<file path="config.mk">
export PLATFORM = sky130hd
export DESIGN_NAME = stream_mux_rr
export DESIGN_NICKNAME = d
export VERILOG_FILES = /design/src/rtl/stream_mux_rr.sv
export SDC_FILE = /design/constraint.sdc
export NUM_CORES = 1
export LEC_CHECK = 0
export ABC_CLOCK_PERIOD_IN_PS = 3750
export CAP_MARGIN = 5
export CORE_MARGIN = 2
export CORE_UTILIZATION = 39
export DETAILED_ROUTE_END_ITERATION = 12
export MAX_ROUTING_LAYER = met4
export PLACE_DENSITY = 0.87
export SLEW_MARGIN = 30
export SYNTH_ARGS = -nofsm -noshare
export SYNTH_HDL_FRONTEND = slang
export SYNTH_SLANG_ARGS = --single-unit
</file>
<file path="constraint.sdc">
create_clock -name clk -period 3.75 [get_ports clk]
set_clock_uncertainty 0.15 [all_clocks]
set_input_delay 0.75 -clock clk [delete_from_list [all_inputs] [get_ports clk]]
set_output_delay 0.75 -clock clk [all_outputs]
set_load 0.005 [all_outputs]
</file>
<file path="src/rtl/stream_mux_rr.sv">
// N-to-1 stream multiplexer with a registered output stage, valid/ready on every
// channel, and either fixed-select or round-robin channel selection.
module stream_mux_rr #(
    parameter int N     = 4,
    parameter int W     = 8,
    parameter int SEL_W = 2
) (
    input  logic             clk,
    input  logic             rst_n,
    input  logic [N*W-1:0]   in_data,
    input  logic [N-1:0]     in_valid,
    output logic [N-1:0]     in_ready,
    input  logic             mode,
    input  logic [SEL_W-1:0] sel,
    output logic [W-1:0]     out_data,
    output logic [SEL_W-1:0] out_chan,
    output logic             out_valid,
    input  logic             out_ready
);

    logic [SEL_W-1:0] ptr;
    logic             accept;
    logic             grant_valid;
    logic [SEL_W-1:0] grant_idx;
    logic [W-1:0]     grant_data;
    logic             xfer;
    int unsigned      scan_idx;

    assign accept = !out_valid || out_ready;
    assign xfer   = accept && grant_valid;

    always_comb begin
        grant_valid = 1'b0;
        grant_idx   = '0;
        scan_idx    = 0;
        if (!mode) begin
            for (int unsigned i = 0; i < N; i++) begin
                if (sel == SEL_W'(i) && in_valid[i]) begin
                    grant_valid = 1'b1;
                    grant_idx   = SEL_W'(i);
                end
            end
        end else begin
            // Scan starts at ptr and wraps at N, not at 2**SEL_W.
            for (int unsigned k = 0; k < N; k++) begin
                scan_idx = int'(ptr) + k;
                if (scan_idx >= N) scan_idx = scan_idx - N;
                if (!grant_valid && in_valid[scan_idx]) begin
                    grant_valid = 1'b1;
                    grant_idx   = SEL_W'(scan_idx);
                end
            end
        end
    end

    always_comb begin
        grant_data = '0;
        for (int unsigned i = 0; i < N; i++) begin
            if (grant_idx == SEL_W'(i)) grant_data = in_data[i*W +: W];
        end
    end

    always_comb begin
        in_ready = '0;
        if (rst_n && xfer) in_ready = N'(1) << grant_idx;
    end

    always_ff @(posedge clk or negedge rst_n) begin
        if (!rst_n) begin
            out_valid <= 1'b0;
            out_data  <= '0;
            out_chan  <= '0;
            ptr       <= '0;
        end else begin
            if (xfer) begin
                out_data  <= grant_data;
                out_chan  <= grant_idx;
                out_valid <= 1'b1;
                if (mode) ptr <= (grant_idx == SEL_W'(N-1)) ? '0 : grant_idx + SEL_W'(1);
            end else if (out_ready) begin
                out_valid <= 1'b0;
            end
        end
    end

endmodule

</file>
==> results.sh, run 1 <==
export IMPL_final_max_slew_viol_count=0
export IMPL_vias_per_cell=5.55
export IMPL_status="finished, final reports clean"
export IMPL_vias=1149
export IMPL_top_level_ports=57
export IMPL_r2r_slack_ns=0.58
export IMPL_min_path_type="reg2reg"
export IMPL_p_leak_nw=0.772
export IMPL_post_cts_buffers=0
export IMPL_clock_latency_ns=0.27
export IMPL_wl_per_cell_um=15.8
export IMPL_synth_fa_ha_area_share_pct=4.58
export IMPL_grt_usage_pct=22.2
export IMPL_grt_max_degree=18
export IMPL_gp_congestion=0.896
export IMPL_rows=19
export IMPL_total_power_mw=0.796
export IMPL_setup_tns_ns=0
export IMPL_yosys_mux_area_fraction_pct=18.8
export IMPL_avgSynthCellArea_sq_um=9.93
export IMPL_cts_hold_buf=0
export IMPL_synth_area_leaders="dfrtp_1, mux2_4, mux2_2, nor2b_1, o31ai_1"
export IMPL_max_cap_violations=0
export IMPL_fmaxAchievable_mhz=273
export IMPL_grt_pass1_vias=1167
export IMPL_dp_hpwl_um=2580
export IMPL_cts_max_level=1
export IMPL_endpoint_kind="output pin"
export IMPL_chipHeight_um=56.9
export IMPL_synthFlopType="dfrtp_1"
export IMPL_drtIter0Drc=73
export IMPL_min_path_cells=1
export IMPL_cts_path_max_buffers=2
export IMPL_worstHoldStart="out_data[4]$_DFFE_PN0P_"
export IMPL_die_area_sq_um=3240
export IMPL_yosys_area_top_type_share_pct=29.8
export IMPL_setup_violations=0
export IMPL_startpoint_type="primary input"
export IMPL_worstMarginPinSlew_ns=0.493
export IMPL_cts_tree="yes"
export IMPL_cp_slowest_stage_delay_ns=0.51
export IMPL_cpMaxStageDelayCell="clkdlybuf4s50_1"
export IMPL_drive_gt1_share_pct=23.3
export IMPL_synth_cells=110
export IMPL_grt_pass1_wl_um=5530
export IMPL_yosys_warnings=0
export IMPL_reg2regPathDepth=11
export IMPL_yosysSeqAreaShare_pct=29.8
export IMPL_fin_util_pct=66.9
export IMPL_holdPathEnd="out_data[4]$_DFFE_PN0P_"
export IMPL_overflow=0
export IMPL_synth_most_common_cell="dfrtp_1"
export IMPL_p_per_area_nw_per_um2=439
export IMPL_final_min_clock_period_ns=3.66
export IMPL_critPathRequiredTime_ns=2.85
export IMPL_area_growth_syn_to_layout_pct=66.1
export IMPL_start_util_pct=40.3
export IMPL_cts_made_buffers=3
export IMPL_synth_area_leader_cell="dfrtp_1"
export IMPL_postRouteAntennaNets=0
export IMPL_r2r_start="ptr[1]$_DFFE_PN0P_"
export IMPL_r2r_end="out_data[4]$_DFFE_PN0P_"
export IMPL_relSlewSlack_pct=67.1
export IMPL_synth_compound_area_share_pct=19.2
export IMPL_antenna_cells=0
export IMPL_critPathKind="in2out"
export IMPL_startpoint="in_valid[2]"
export IMPL_grt_antenna_before_repair=0
export IMPL_ys_seq_elements=13
export IMPL_period_share_pct=97.7
export IMPL_cts_root_buf="clkbuf_4"
export IMPL_synth_top_family_by_area="simple AND/OR/NAND/NOR gates"
export IMPL_fp_coreArea_sq_um=2710
export IMPL_drc=0
export IMPL_synth_xor_area_share_pct=0
export IMPL_die_x_um=56.9
export IMPL_hold_viol_final=0
export IMPL_critPathTopFamily="buffers and inverters"
export IMPL_io_buffers=56
export IMPL_synthTopCellsByCount="dfrtp_1, nor2b_1, nand2_1, o31ai_1"
export IMPL_yosys_area_share_simple_pct=21.0
export IMPL_clk_pin_slew_ns=0.07
export IMPL_arrival_ns=2.76
export IMPL_path_cells="dlygate4sd2_1 -> buf_4 -> nor3b_1 -> o32ai_2 -> a31oi_4 -> inv_1 -> ha_1 -> and3_1 -> clkdlybuf4s50_1"
export IMPL_synth_edff_count=0
export IMPL_numClockSinks=13
export IMPL_ys_types=32
export IMPL_path_max_fanout=7
export IMPL_crit_buf_inv=4
export IMPL_dr_pass1_iters=4
export IMPL_syn_area_sq_um=1090
export IMPL_vdd_drop_max_uv=250
export IMPL_layout_nets=223
export IMPL_syn_nets=156
export IMPL_wl_um=3270
export IMPL_ys_async_sr_fraction_pct=100
==> stage by stage <==
step / hold slack, ns / instances / setup slack [ns] / instance area (sq um)
6_report: 0.358 / 207 / 0.0855 / 1810
5_1_grt: 0.379 / 207 / -0.00636 / 1810
4_1_cts: 0.362 / 207 / 0.00673 / 1790
3_5_place_dp: 0.343 / 203 / -0.373 / 1730
3_3_place_gp: 0.340 / 203 / -0.182 / 1730
2_1_floorplan: 0.304 / 110 / 0.406 / 1090
==> worst max-delay path by stage <==
stage	endpoint	slack (ns)	cells past startpoint
after global routing	in_ready[3]	-0.006	9
final	in_ready[0]	0.09	9
after floorplan	in_ready[2]	0.41	8
after detailed placement	out_data[4]$_DFFE_PN0P_	-0.37	12
after global placement	in_ready[2]	-0.18	9
after CTS	in_ready[0]	0.007	8
==> cells by family after synthesis <==
| group | Yosys count |
|---|---|
| compound gates | 28 |
| fa+ha+maj | 4 |
| buf+inv | 11 |
| flops | 13 |
| mux | 15 |
| simple gates | 39 |
==> state kept, by name, indices dropped and copies added, names as in the netlist <==
register and count:
ptr 2, out_chan 2, out_valid 1, out_data 8
==> layout make-up <==
cell class | count | area [sq um]
fill | 216 | 896
sequential | 13 | 325
clock buffer | 4 | 26.3
tap | 31 | 38.8
inverter | 4 | 15.0
multi-input combinational | 86 | 754
timing repair buffer | 69 | 654
==> worst reg2reg max path, cell delays in order (launching register included) <==
cell,delay (ns)
dfrtp_1,0.49
nand2b_1,0.21
a2111oi_2,0.36
buf_4,0.17
o31ai_2,0.06
buf_4,0.15
ha_1,0.20
buf_4,0.17
nor2b_1,0.41
a221oi_1,0.19
o31ai_1,0.35
mux2_2,0.22
==> power by group <==
part           switching (mW)  internal [mW]  total, mW
combinational           0.172          0.291      0.464
sequential             0.0489          0.200      0.249
clock                  0.0418         0.0412     0.0830
total                   0.263          0.533      0.796
==> metal layers <==
layer  wire [um]  vias up  part of all wire, %  GRT usage (%)
li1            -      548                    -              -
met1        1400      535                   43           25.2
met2        1470       58                   45           36.9
met3         331        8                   10           6.68
met4          64        0                  2.0           7.64
met5           0        -                    0              -
==> repair_timing <==
action / in CTS / in global routing
pin swaps: 2 / 0
resized for setup: 14 / 7
endpoints found under the setup margin: 9 / 4
==> cells in the final DEF (no fill, tap or decap), drive strengths merged, types with 4 or more instances in the layout <==
| cell type | instances |
|---|---|
| dfrtp | 13 |
| o31ai | 9 |
| and3 | 4 |
| ha | 4 |
| a221oi | 7 |
| buf | 13 |
| nand2 | 10 |
| clkbuf | 5 |
| clkdlybuf4s50 | 50 |
| nor2b | 11 |
| inv | 4 |
| mux2 | 13 |
Power figures use the tool's default switching activity.
==> inputs of run 2 (changes only) <==
--- a/config.mk
+++ b/config.mk
@@ -10,6 +10,7 @@
 export CORE_MARGIN = 2
 export CORE_UTILIZATION = 39
 export DETAILED_ROUTE_END_ITERATION = 12
+export GPL_TIMING_DRIVEN = 0
 export MAX_ROUTING_LAYER = met4
 export PLACE_DENSITY = 0.87
 export SLEW_MARGIN = 30
==> run 2 against run 1 <==
Clock-buffer cell count did not move. First-iteration DRC count decreased by 36%. Non-clock buffer count shrank 2. Critical path depth unchanged. Maximum frequency rose by 0.20%. Die area did not move. Combinational power increased by 5.8%. Final cell count decreased by 0.97%. Register-to-register slack gained 0.08 ns.
==> results.sh, run 2 (same netlist as run 1, synthesis figures left out) <==
export IMPL_r2r_slack_ns=0.66
export IMPL_min_path_type="reg2reg"
export IMPL_max_cap_violations=0
export IMPL_start_util_pct=40.3
export IMPL_startpoint_type="primary input"
export IMPL_layout_common_cells="clkdlybuf4s50_1, dfrtp_1, nor2b_1"
export IMPL_dp_hpwl_um=2460
export IMPL_worstMarginPinSlew_ns=0.723
export IMPL_final_min_clock_period_ns=3.66
export IMPL_overflow=0
export IMPL_grt_pass1_wl_um=5310
export IMPL_rows=19
export IMPL_grt_pass1_vias=1213
export IMPL_grt_usage_pct=21.9
export IMPL_die_x_um=56.9
export IMPL_status="finished, final reports clean"
export IMPL_r2r_end="out_data[7]$_DFFE_PN0P_"
export IMPL_drc=0
export IMPL_dr_pass1_iters=4
export IMPL_min_path_cells=1
export IMPL_path_max_fanout=10
export IMPL_fmaxAchievable_mhz=273
export IMPL_wl_per_cell_um=16.4
export IMPL_fillerInstances=211
export IMPL_gp_congestion=0.905
export IMPL_layout_commonest_cell="clkdlybuf4s50_1"
export IMPL_fp_coreArea_sq_um=2710
export IMPL_critPathRequiredTime_ns=2.85
export IMPL_top_level_ports=57
export IMPL_cts_made_buffers=3
export IMPL_largest_reg_flops=8
export IMPL_reg2regPathDepth=10
export IMPL_cts_hold_buf=0
export IMPL_holdPathEnd="out_data[6]$_DFFE_PN0P_"
export IMPL_arrival_ns=2.76
export IMPL_clk_pin_slew_ns=0.08
export IMPL_r2r_start="ptr[1]$_DFFE_PN0P_"
export IMPL_period_share_pct=97.5
export IMPL_rsz0062_at_grt="no"
export IMPL_postRouteAntennaNets=0
export IMPL_wl_um=3360
export IMPL_io_buffers=55
export IMPL_drtIter0Drc=47
export IMPL_p_per_area_nw_per_um2=449
export IMPL_drive_gt1_share_pct=24.1
export IMPL_top_regs="out_data x8, out_chan x2, ptr x2"
export IMPL_cts_max_level=1
export IMPL_path_cells="buf_2 -> and2b_1 -> a2111oi_4 -> o31ai_4 -> inv_1 -> ha_4 -> clkbuf_8 -> and3_1 -> clkdlybuf4s50_1"
export IMPL_setup_violations=0
export IMPL_grt_max_degree=18
export IMPL_cts_path_max_buffers=2
export IMPL_p_leak_nw=0.773
export IMPL_clock_latency_ns=0.27
export IMPL_layout_nets=221
export IMPL_vdd_drop_max_uv=316
export IMPL_total_power_mw=0.828
export IMPL_vias=1166
export IMPL_critPathKind="in2out"
export IMPL_largest_register="out_data"
export IMPL_antenna_cells=0
export IMPL_area_growth_syn_to_layout_pct=68.8
export IMPL_final_max_slew_viol_count=0
export IMPL_cp_slowest_stage_delay_ns=0.50
export IMPL_setup_tns_ns=0
export IMPL_hold_viol_final=0
export IMPL_grt_antenna_before_repair=0
export IMPL_numClockSinks=13
export IMPL_cpMaxStageDelayCell="clkdlybuf4s50_1"
export IMPL_worstHoldStart="out_data[6]$_DFFE_PN0P_"
export IMPL_die_area_sq_um=3240
export IMPL_relSlewSlack_pct=51.6
export IMPL_cts_root_buf="clkbuf_4"
export IMPL_endpoint_kind="output pin"
export IMPL_vias_per_cell=5.69
export IMPL_chipHeight_um=56.9
export IMPL_cts_tree="yes"
## run 2: how the worst max path moves through the flow
stage | from | endpoint | slack [ns] | cells after the start
floorplan | in_valid[2] | in_ready[2] | 0.41 | 8
global placement | in_valid[1] | in_ready[3] | -0.98 | 9
detailed placement | in_valid[1] | in_ready[3] | -1.04 | 9
CTS | in_valid[0] | in_ready[1] | 0.0002 | 9
global route | in_valid[3] | in_ready[2] | 0.008 | 9
finish | in_valid[3] | in_ready[2] | 0.09 | 9
## run 2: per-layer routing
layer | vias to the layer above | track usage [%] | wire (um)
li1 | 543 | - | -
met1 | 558 | 24.5 | 1430
met2 | 61 | 36.9 | 1600
met3 | 4 | 5.30 | 294
met4 | 0 | 9.30 | 34
met5 | - | - | 0
## run 2: through the flow
step	std cells	area [sq um]	hold WS (ns)	util [%]	worst slack, ns
floorplan	110	1090	0.304	-	0.406
global placement	196	1680	0.341	62.0	-0.980
detailed placement	196	1680	0.348	62.0	-1.04
CTS	204	1830	0.367	67.6	0.000204
global route	205	1840	0.392	68.1	0.00785
finish	205	1840	0.363	68.1	0.0929
## run 2: power by group
group / leakage [nW] / switching [mW] / internal, mW
clock network: 0.0150 / 0.0446 / 0.0412
logic: 0.602 / 0.179 / 0.312
registers: 0.156 / 0.0512 / 0.200
## run 2: timing repair
item / CTS / global route
resized for setup: 33 / 12
hold endpoints to repair: 0 / 0
setup buffers: 5 / 2
endpoints found under the setup margin: 4 / 4
pin swaps: 3 / 3
## run 2: cell type report
type                            count  area (sq um)  area share, %
Multi-Input combinational cell     86           781           42.3
Timing Repair Buffer               62           588           31.9
Inverter                            4          15.0          0.814
Buffer                              5          70.1           3.80
Clock buffer                        4          26.3           1.42
Sequential cell                    13           325           17.6
Tap cell                           31          38.8           2.10
## run 2: worst max-delay path: cells and delay by family
family | cells | cell delay, ns
adders and majority gates | 1 | 0.16
and+or+nand+nor | 2 | 0.35
buffers and inverters | 4 | 0.93
AOI/OAI and AO/OA | 2 | 0.57
